File: config.mk
export PLATFORM = sky130hd
export DESIGN_NAME = flit_link_tx
export DESIGN_NICKNAME = d
export VERILOG_FILES = /design/src/rtl/knock_pkg.sv /design/src/rtl/flit_link_tx_credit_counter.sv /design/src/rtl/flit_link_tx.sv
export SDC_FILE = /design/constraint.sdc
export NUM_CORES = 1
export LEC_CHECK = 0
export BUFFER_PORTS_ARGS = -buffer_cell sky130_fd_sc_hd__buf_2
export CAP_MARGIN = 20
export CORE_ASPECT_RATIO = 1.75
export CORE_UTILIZATION = 51
export CTS_BUF_LIST = sky130_fd_sc_hd__clkbuf_8
export CTS_CLUSTER_DIAMETER = 60
export DETAILED_ROUTE_END_ITERATION = 8
export GPL_TIMING_DRIVEN = 1
export PLACE_DENSITY = 0.81
export RECOVER_POWER = 50
export SYNTH_ARGS = -nofsm -noshare
export SYNTH_HDL_FRONTEND = slang
export SYNTH_SLANG_ARGS = --single-unit
File: constraint.sdc
create_clock -name clk -period 2.5 [get_ports clk]
set_clock_uncertainty 0.15 [all_clocks]
set_input_delay 0.375 -clock clk [delete_from_list [all_inputs] [get_ports clk]]
set_output_delay 0.375 -clock clk [all_outputs]
set_load 0.02 [all_outputs]
File: src/rtl/knock_pkg.sv
// Shared types and defaults for the router link blocks (flit transmitter, credit counter).
package knock_pkg;
  localparam int FLIT_W      = 16;
  localparam int DEF_CREDITS = 5;
  localparam int CREDIT_W    = $clog2(DEF_CREDITS + 1);

  typedef logic [CREDIT_W-1:0] credit_t;
  typedef logic [FLIT_W-1:0]   flit_t;
endpackage

File: src/rtl/flit_link_tx_credit_counter.sv
// Up/down saturating credit counter with a sticky overflow flag.
// Starts full (MAX) and is shared by the link transmitter and receiver side.
module credit_counter
  import knock_pkg::*;
#(
  parameter int MAX = DEF_CREDITS,
  parameter int W   = $clog2(MAX + 1)
) (
  input  logic         clk,
  input  logic         rst,
  input  logic         dec,
  input  logic         inc,
  output logic [W-1:0] count,
  output logic         err
);

  localparam logic [W-1:0] MAX_V = W'(MAX);

  logic [W-1:0] count_q, count_d;
  logic         err_q, err_d;

  always_comb begin
    count_d = count_q;
    err_d   = err_q;
    if (inc && !dec) begin
      // A return with no slot outstanding is a protocol error; hold at MAX.
      if (count_q == MAX_V) begin
        err_d = 1'b1;
      end else begin
        count_d = count_q + W'(1);
      end
    end else if (dec && !inc && (count_q != '0)) begin
      count_d = count_q - W'(1);
    end
  end

  always_ff @(posedge clk or posedge rst) begin
    if (rst) begin
      count_q <= MAX_V;
      err_q   <= 1'b0;
    end else begin
      count_q <= count_d;
      err_q   <= err_d;
    end
  end

  assign count = count_q;
  assign err   = err_q;

endmodule

File: src/rtl/flit_link_tx.sv
// Drains a first-word-fall-through FIFO onto a credit-gated point-to-point link,
// one flit per cycle, with a registered launch stage and a launched-flit counter.
module flit_link_tx
  import knock_pkg::*;
#(
  parameter int WIDTH   = FLIT_W,
  parameter int CREDITS = DEF_CREDITS,
  parameter int CNT_W   = $clog2(CREDITS + 1),
  parameter int STAT_W  = 16
) (
  input  logic              clk,
  input  logic              rst,
  input  logic              en,
  input  logic              fifo_empty,
  input  logic [WIDTH-1:0]  fifo_data,
  output logic              fifo_pop_n,
  output logic              link_valid,
  output logic [WIDTH-1:0]  link_data,
  input  logic              credit_return,
  output logic [CNT_W-1:0]  credits_avail,
  output logic              credit_err,
  output logic [STAT_W-1:0] flit_count
);

  // Handshake: the FIFO head is consumed on the edge where fifo_pop_n=0; the
  // link has no ready, so link_valid=1 means the flit is delivered that cycle.
  logic fire;

  logic              link_valid_q, link_valid_d;
  logic [WIDTH-1:0]  link_data_q, link_data_d;
  logic [STAT_W-1:0] flit_count_q, flit_count_d;

  // rst gates the combinational pop so the FIFO is never drained during reset.
  assign fire       = ~rst & en & ~fifo_empty & (credits_avail != '0);
  assign fifo_pop_n = ~fire;

  credit_counter #(
    .MAX (CREDITS),
    .W   (CNT_W)
  ) u_credit_counter (
    .clk   (clk),
    .rst   (rst),
    .dec   (fire),
    .inc   (credit_return),
    .count (credits_avail),
    .err   (credit_err)
  );

  always_comb begin
    link_valid_d = fire;
    link_data_d  = link_data_q;
    flit_count_d = flit_count_q;
    if (fire) begin
      link_data_d  = fifo_data;
      flit_count_d = flit_count_q + STAT_W'(1);
    end
  end

  always_ff @(posedge clk or posedge rst) begin
    if (rst) begin
      link_valid_q <= 1'b0;
      link_data_q  <= '0;
      flit_count_q <= '0;
    end else begin
      link_valid_q <= link_valid_d;
      link_data_q  <= link_data_d;
      flit_count_q <= flit_count_d;
    end
  end

  assign link_valid = link_valid_q;
  assign link_data  = link_data_q;
  assign flit_count = flit_count_q;

endmodule

==> results of run 1 <==
layout make-up:
class	instances	area, um2	area share (%)
Clock buffer	6	82.58	3.855
Clock inverter	2	37.54	1.752
Inverter	4	15.01	0.7009
Multi-Input combinational cell	91	745.7	34.81
Sequential cell	37	928.4	43.34
Tap cell	43	53.80	2.512
Timing Repair Buffer	60	279.0	13.03
critical path, delay by kind of cell (launching register included):
kind | cells | cell delay (ns)
adder cells (fa/ha/maj) | 1 | 0.44
AO/OA/AOI/OAI | 2 | 0.32
flip-flops | 1 | 0.44
AND/OR/NAND/NOR | 4 | 0.90
where the power goes:
part / leakage [nW] / switching (mW) / internal (mW)
Clock: 0.0574 / 0.207 / 0.324
Combinational: 0.500 / 0.493 / 0.287
Sequential: 0.458 / 0.193 / 0.792
metrics by stage:
step	cell area (um2)	util [%]	hold WS, ns
detailed placement	2048	64.50	0.3163
CTS	2168	68.28	0.08724
finish	2142	67.45	0.1539
global route	2142	67.45	0.1491
floorplan	1733	-	0.3597
global placement	2048	64.50	0.3135
cell usage after synthesis (3+ instances only):
| library cell | n |
|---|---|
| dfrtp_1 | 35 |
| nor3_1 | 9 |
| nand2_1 | 7 |
| xor2_1 | 7 |
| clkbuf_1 | 3 |
| nand4_1 | 3 |
| xnor2_1 | 9 |
| mux2_1 | 17 |
| nand3_1 | 6 |
| inv_1 | 3 |
| nor2_1 | 4 |
state kept, by name (all words and copies together), names as in the netlist:
| register | cells |
|---|---|
| link_data | 16 |
| link_valid | 1 |
| u_credit_counter.err | 1 |
| u_credit_counter.count | 3 |
| flit_count | 16 |
worst min-delay path by stage:
stage,depth (start not counted),slack (ns),endpoint,start
after detailed placement,1,0.32,flit_count[15],flit_count[15]
after global placement,1,0.31,flit_count[15],flit_count[15]
after floorplan,1,0.36,link_data[0],fifo_data[0]
after CTS,3,0.09,u_credit_counter.count[1],rst
after global routing,2,0.15,link_data[1],fifo_data[1]
final,2,0.15,link_data[11],fifo_data[11]
kinds of logic (layout without fill, tap and decap cells):
group / count (synthesis) / after routing / share of synthesized area, %
multiplexers: 17 / 17 / 11.05
buffers and inverters: 11 / 72 / 3.393
flip-flops: 37 / 37 / 53.57
AO/OA/AOI/OAI: 14 / 14 / 5.921
XOR/XNOR: 16 / 16 / 8.087
AND/OR/NAND/NOR: 41 / 41 / 15.52
adder cells (fa/ha/maj): 3 / 3 / 2.455
routing by layer:
layer / vias to the layer above / global-route usage (%)
li1: 609 / -
met1: 629 / 24.50
met2: 45 / 40.99
met3: 4 / 6.591
met4: 0 / 7.059
met5: - / 0
==> flow_summary.ini, run 1 <==
[status]
status = completed

[min_path]
hold_path.class = in2reg

[drt]
wl_met1_um = 1309
num_vias = 1287
dr_wl_met2_um = 2038
via_per_inst = 5.296
ant_nets = 0
highest_layer = met4
routed-wl-met3_um = 190
wirelength_um = 3572
dr.first_iter.drc_count = 11
route.detailed.drc = 0
dr.pass1.iters = 4
wire_per_inst_um = 14.70

[finish]
fillCellCount = 268
layout_common_cells = 39 x buf_2, 35 x dfrtp_1, 19 x clkbuf_1
fin_nets = 222
syn2layout_area_growth_pct = 23.61
layout_commonest_cell = buf_2
stdcell_count = 243
antenna_cells = 0
layout-drive-gt1-share_pct = 29.00

[synthesis]
ys_ff_latch = 37
yosysWarnings = 0
synth_nets = 162
syn_inst = 139
synth_top_area_share_pct = 50.54
netlist_area_um2 = 1733
synth.avg_cell_area_um2 = 12.47
yosysUniqueCellTypes = 41
synth.largest_area_cell = dfrtp_1
synth_edf_count = 0
async_flop_share_pct = 100.0
synth_seq_area_share_pct = 53.57
synthFlopType = dfrtp_1
synth.area.top_cells = dfrtp_1 51%, mux2_1 11%, xnor2_1 4.5%, xor2_1 3.5%, dfstp_2 3.0%

[placed_design]
routabilityCongestion = 0.7474
place_ws_ns = 0.1700
placed_cells = 235
portBuffers = 58
dpl.hpwl_um = 2722

[power_and_ir_drop]
power_density_nw_per_um2 = 1072
design_power_total_mw = 2.296
leakage_nw = 1.015
vdd_ir_drop_max_v = 0.0009894

[clock_tree]
cts_hold_buffers = 0
cts_made_buffers = 5
htreeDepth = 2
root_buffer = clkbuf_8
insertion_delay_ns = 0.28
clk_pin_slew_worst_paths_ns = 0.07
cts_resized = 0
cts_tree = built
cts_setup_buffers = 0
ctsLongestPathBuffers = 2
clock-sinks = 37

[setup_path]
endpoint = u_credit_counter.count[2]
worstSetupPathType = reg2reg
start_kind = flip-flop
crit_chain = or2_1 > o21ai_2 > nand2_1 > fa_1 > nor3_1 > a311oi_1 > nor3_1
cp_common_cell = nor3_1
reg2reg_depth = 7
cp.arrival_ns = 2.39
cp.required_ns = 2.55
startpoint = u_credit_counter.count[0]
critical_path.max_stage_delay_ns = 0.44
cp_slowest_cell = dfstp_2
reg2reg_slack_ns = 0.16
path_max_fanout = 12
regToRegEndpoint = u_credit_counter.count[2]
crit_path_end_kind = flip-flop
regToRegStartpoint = u_credit_counter.count[0]

[timing]
timing.fmax_ghz = 0.4272
setup_viol_count_final = 0
final_max_slew_viol_count = 0
min_period_over_period_pct = 93.62
fin_ws_ns = 0.1594
hold_viol_final = 0
rsz0062_at_grt = no
fin_tns_setup_ns = 0
max-slew-margin-rel_pct = 42.20
worst_slew_pin_slew_ns = 0.8670
min_period_ns = 2.341

[floorplanning]
initial_utilization_pct = 54.57
die_w_um = 46.07
die_h_um = 79.11
die_area_um2 = 3644
io_pins = 59
core_area_um2 = 3176
row_count = 27

[global_route]
grt_max_degree = 38
grtUsageTotal_pct = 22.93
grt_first_pass_wirelength_um = 6009
grt_pass1_vias = 1357
antenna_found_initial = 0
overflow = 0

[job]
drv_cap = 0
Power figures use the tool's default switching activity.
==> inputs of run 2 (changes only) <==
Settings changed: CORE_ASPECT_RATIO 1.75 to unset.
==> flow_summary.ini, run 2 (synthesis results as in run 1) <==
[timing]
hold_ws_ns = 0.1465
hold_viol_final = 0
min_period_ns = 2.260
max-slew-margin-rel_pct = 39.98
rsz0062_at_grt = no
fin_tns_setup_ns = 0
timing.fmax_ghz = 0.4424
min_period_over_period_pct = 90.42
worst_slew_pin_slew_ns = 0.9003
final_max_slew_viol_count = 0
setup_viol_count_final = 0

[global_route]
antenna_found_initial = 0
grt_first_pass_wirelength_um = 5230
grt_max_degree = 38
grtUsageTotal_pct = 20.13
overflow = 0
grt_pass1_vias = 1186

[drt]
via_per_inst = 5.152
dr.first_iter.drc_count = 29
dr.pass1.iters = 4
highest_layer = met4
routed-wl-met3_um = 196
dr_wl_met2_um = 1668
wl_met1_um = 1398
route.detailed.drc = 0
wirelength_um = 3274
wire_per_inst_um = 13.42
ant_nets = 0
num_vias = 1257

[setup_path]
cp.arrival_ns = 2.32
critical_path.max_stage_delay_ns = 0.45
reg2reg_depth = 7
crit_path_end_kind = flip-flop
cp_slowest_cell = fa_1
cp_common_cell = nor3_1
regToRegStartpoint = u_credit_counter.count[0]
regToRegEndpoint = u_credit_counter.count[2]
path_max_fanout = 12
reg2reg_slack_ns = 0.24
start_kind = flip-flop
crit_chain = or2_1 > o21ai_2 > nand2_1 > fa_1 > nor3_1 > a311oi_1 > nor3_1
cp.required_ns = 2.56
worstSetupPathType = reg2reg

[finish]
fillCellCount = 245
syn2layout_area_growth_pct = 23.75
fin_nets = 222
ff_latch_area_um2 = 928.4
layout_common_cells = 40 x buf_2, 35 x dfrtp_1, 18 x clkbuf_1
antenna_cells = 0
fin_area_um2 = 2145
multi_input_area_um2 = 745.7
layout_commonest_cell = buf_2
layout-drive-gt1-share_pct = 29.50
stdcell_count = 244

[clock_tree]
clk_pin_slew_worst_paths_ns = 0.07
cts_tree = built
htreeDepth = 2
ctsLongestPathBuffers = 2
cts_made_buffers = 5
cts_hold_buffers = 0
root_buffer = clkbuf_8
cts_setup_buffers = 0
insertion_delay_ns = 0.29
cts_resized = 0
clock-sinks = 37

[status]
status = completed

[placed_design]
place_area_um2 = 2049
routabilityCongestion = 0.8131
portBuffers = 58
dpl.hpwl_um = 2425
placed_cells = 236

[power_and_ir_drop]
vdd_ir_drop_max_v = 0.0007763
power_density_nw_per_um2 = 1060
leakage_nw = 1.018

[min_path]
whs_endpoint = link_data[14]
hp-start = fifo_data[14]
hold_path.class = in2reg
worstHoldPathCells = 2

[job]
drv_cap = 0

[floorplanning]
io_pins = 59
die_h_um = 60.29
core_area_um2 = 3128
die_area_um2 = 3635
row_count = 20
initial_utilization_pct = 55.40
die_w_um = 60.29
## run 2: changes by cell type in the layout (fill, tap and decap cells not counted)
cell,delta
buf_2,+1
clkbuf_1,-1
## run 2: power by group
part	internal, mW	switching (mW)
sequential	0.791	0.187
combinational	0.287	0.473
clock	0.324	0.211
total	1.40	0.872
## run 2: stage by stage
stage / util (%) / power [mW] / setup slack (ns)
floorplan: - / 1.515 / 0.1128
global placement: 65.52 / 1.743 / 0.4026
detailed placement: 65.52 / 1.787 / 0.2515
CTS: 69.36 / 2.325 / 0.2358
global route: 68.56 / 2.412 / 0.09898
finish: 68.56 / 2.274 / 0.2395
## run 2: how the worst max path moves through the flow
stage                               from                   endpoint  slack, ns  cells after the start
6_report       u_credit_counter.count[0]  u_credit_counter.count[2]       0.24                      7
5_1_grt        u_credit_counter.count[0]  u_credit_counter.count[2]        0.1                      7
4_1_cts        u_credit_counter.count[0]  u_credit_counter.count[2]       0.24                      7
3_5_place_dp   u_credit_counter.count[0]  u_credit_counter.count[2]       0.25                      7
3_3_place_gp   u_credit_counter.count[0]  u_credit_counter.count[2]       0.40                      7
2_1_floorplan  u_credit_counter.count[0]  u_credit_counter.count[2]       0.11                      8
## run 2: layout make-up
class / instances / share of cell area, %
multi-input combinational: 91 / 34.77
clock buffer: 6 / 3.851
clock inverter: 2 / 1.750
timing repair buffer: 60 / 13.07
tap: 44 / 2.567
sequential: 37 / 43.29
inverter: 4 / 0.7001
## run 2: critical path, delay by kind of cell, from the launching register on
family / cells / cell delay, ns
and+or+nand+nor: 4 / 0.85
adders and majority gates: 1 / 0.45
DFF: 1 / 0.43
AOI/OAI and AO/OA: 2 / 0.30
## run 2: per-layer routing
| metal | vias up | track usage, % |
|---|---|---|
| met1 | 607 | 23.70 |
| met5 | - | 0 |
| met3 | 2 | 7.143 |
| met2 | 37 | 34.69 |
| met4 | 0 | 4.983 |
| li1 | 611 | - |
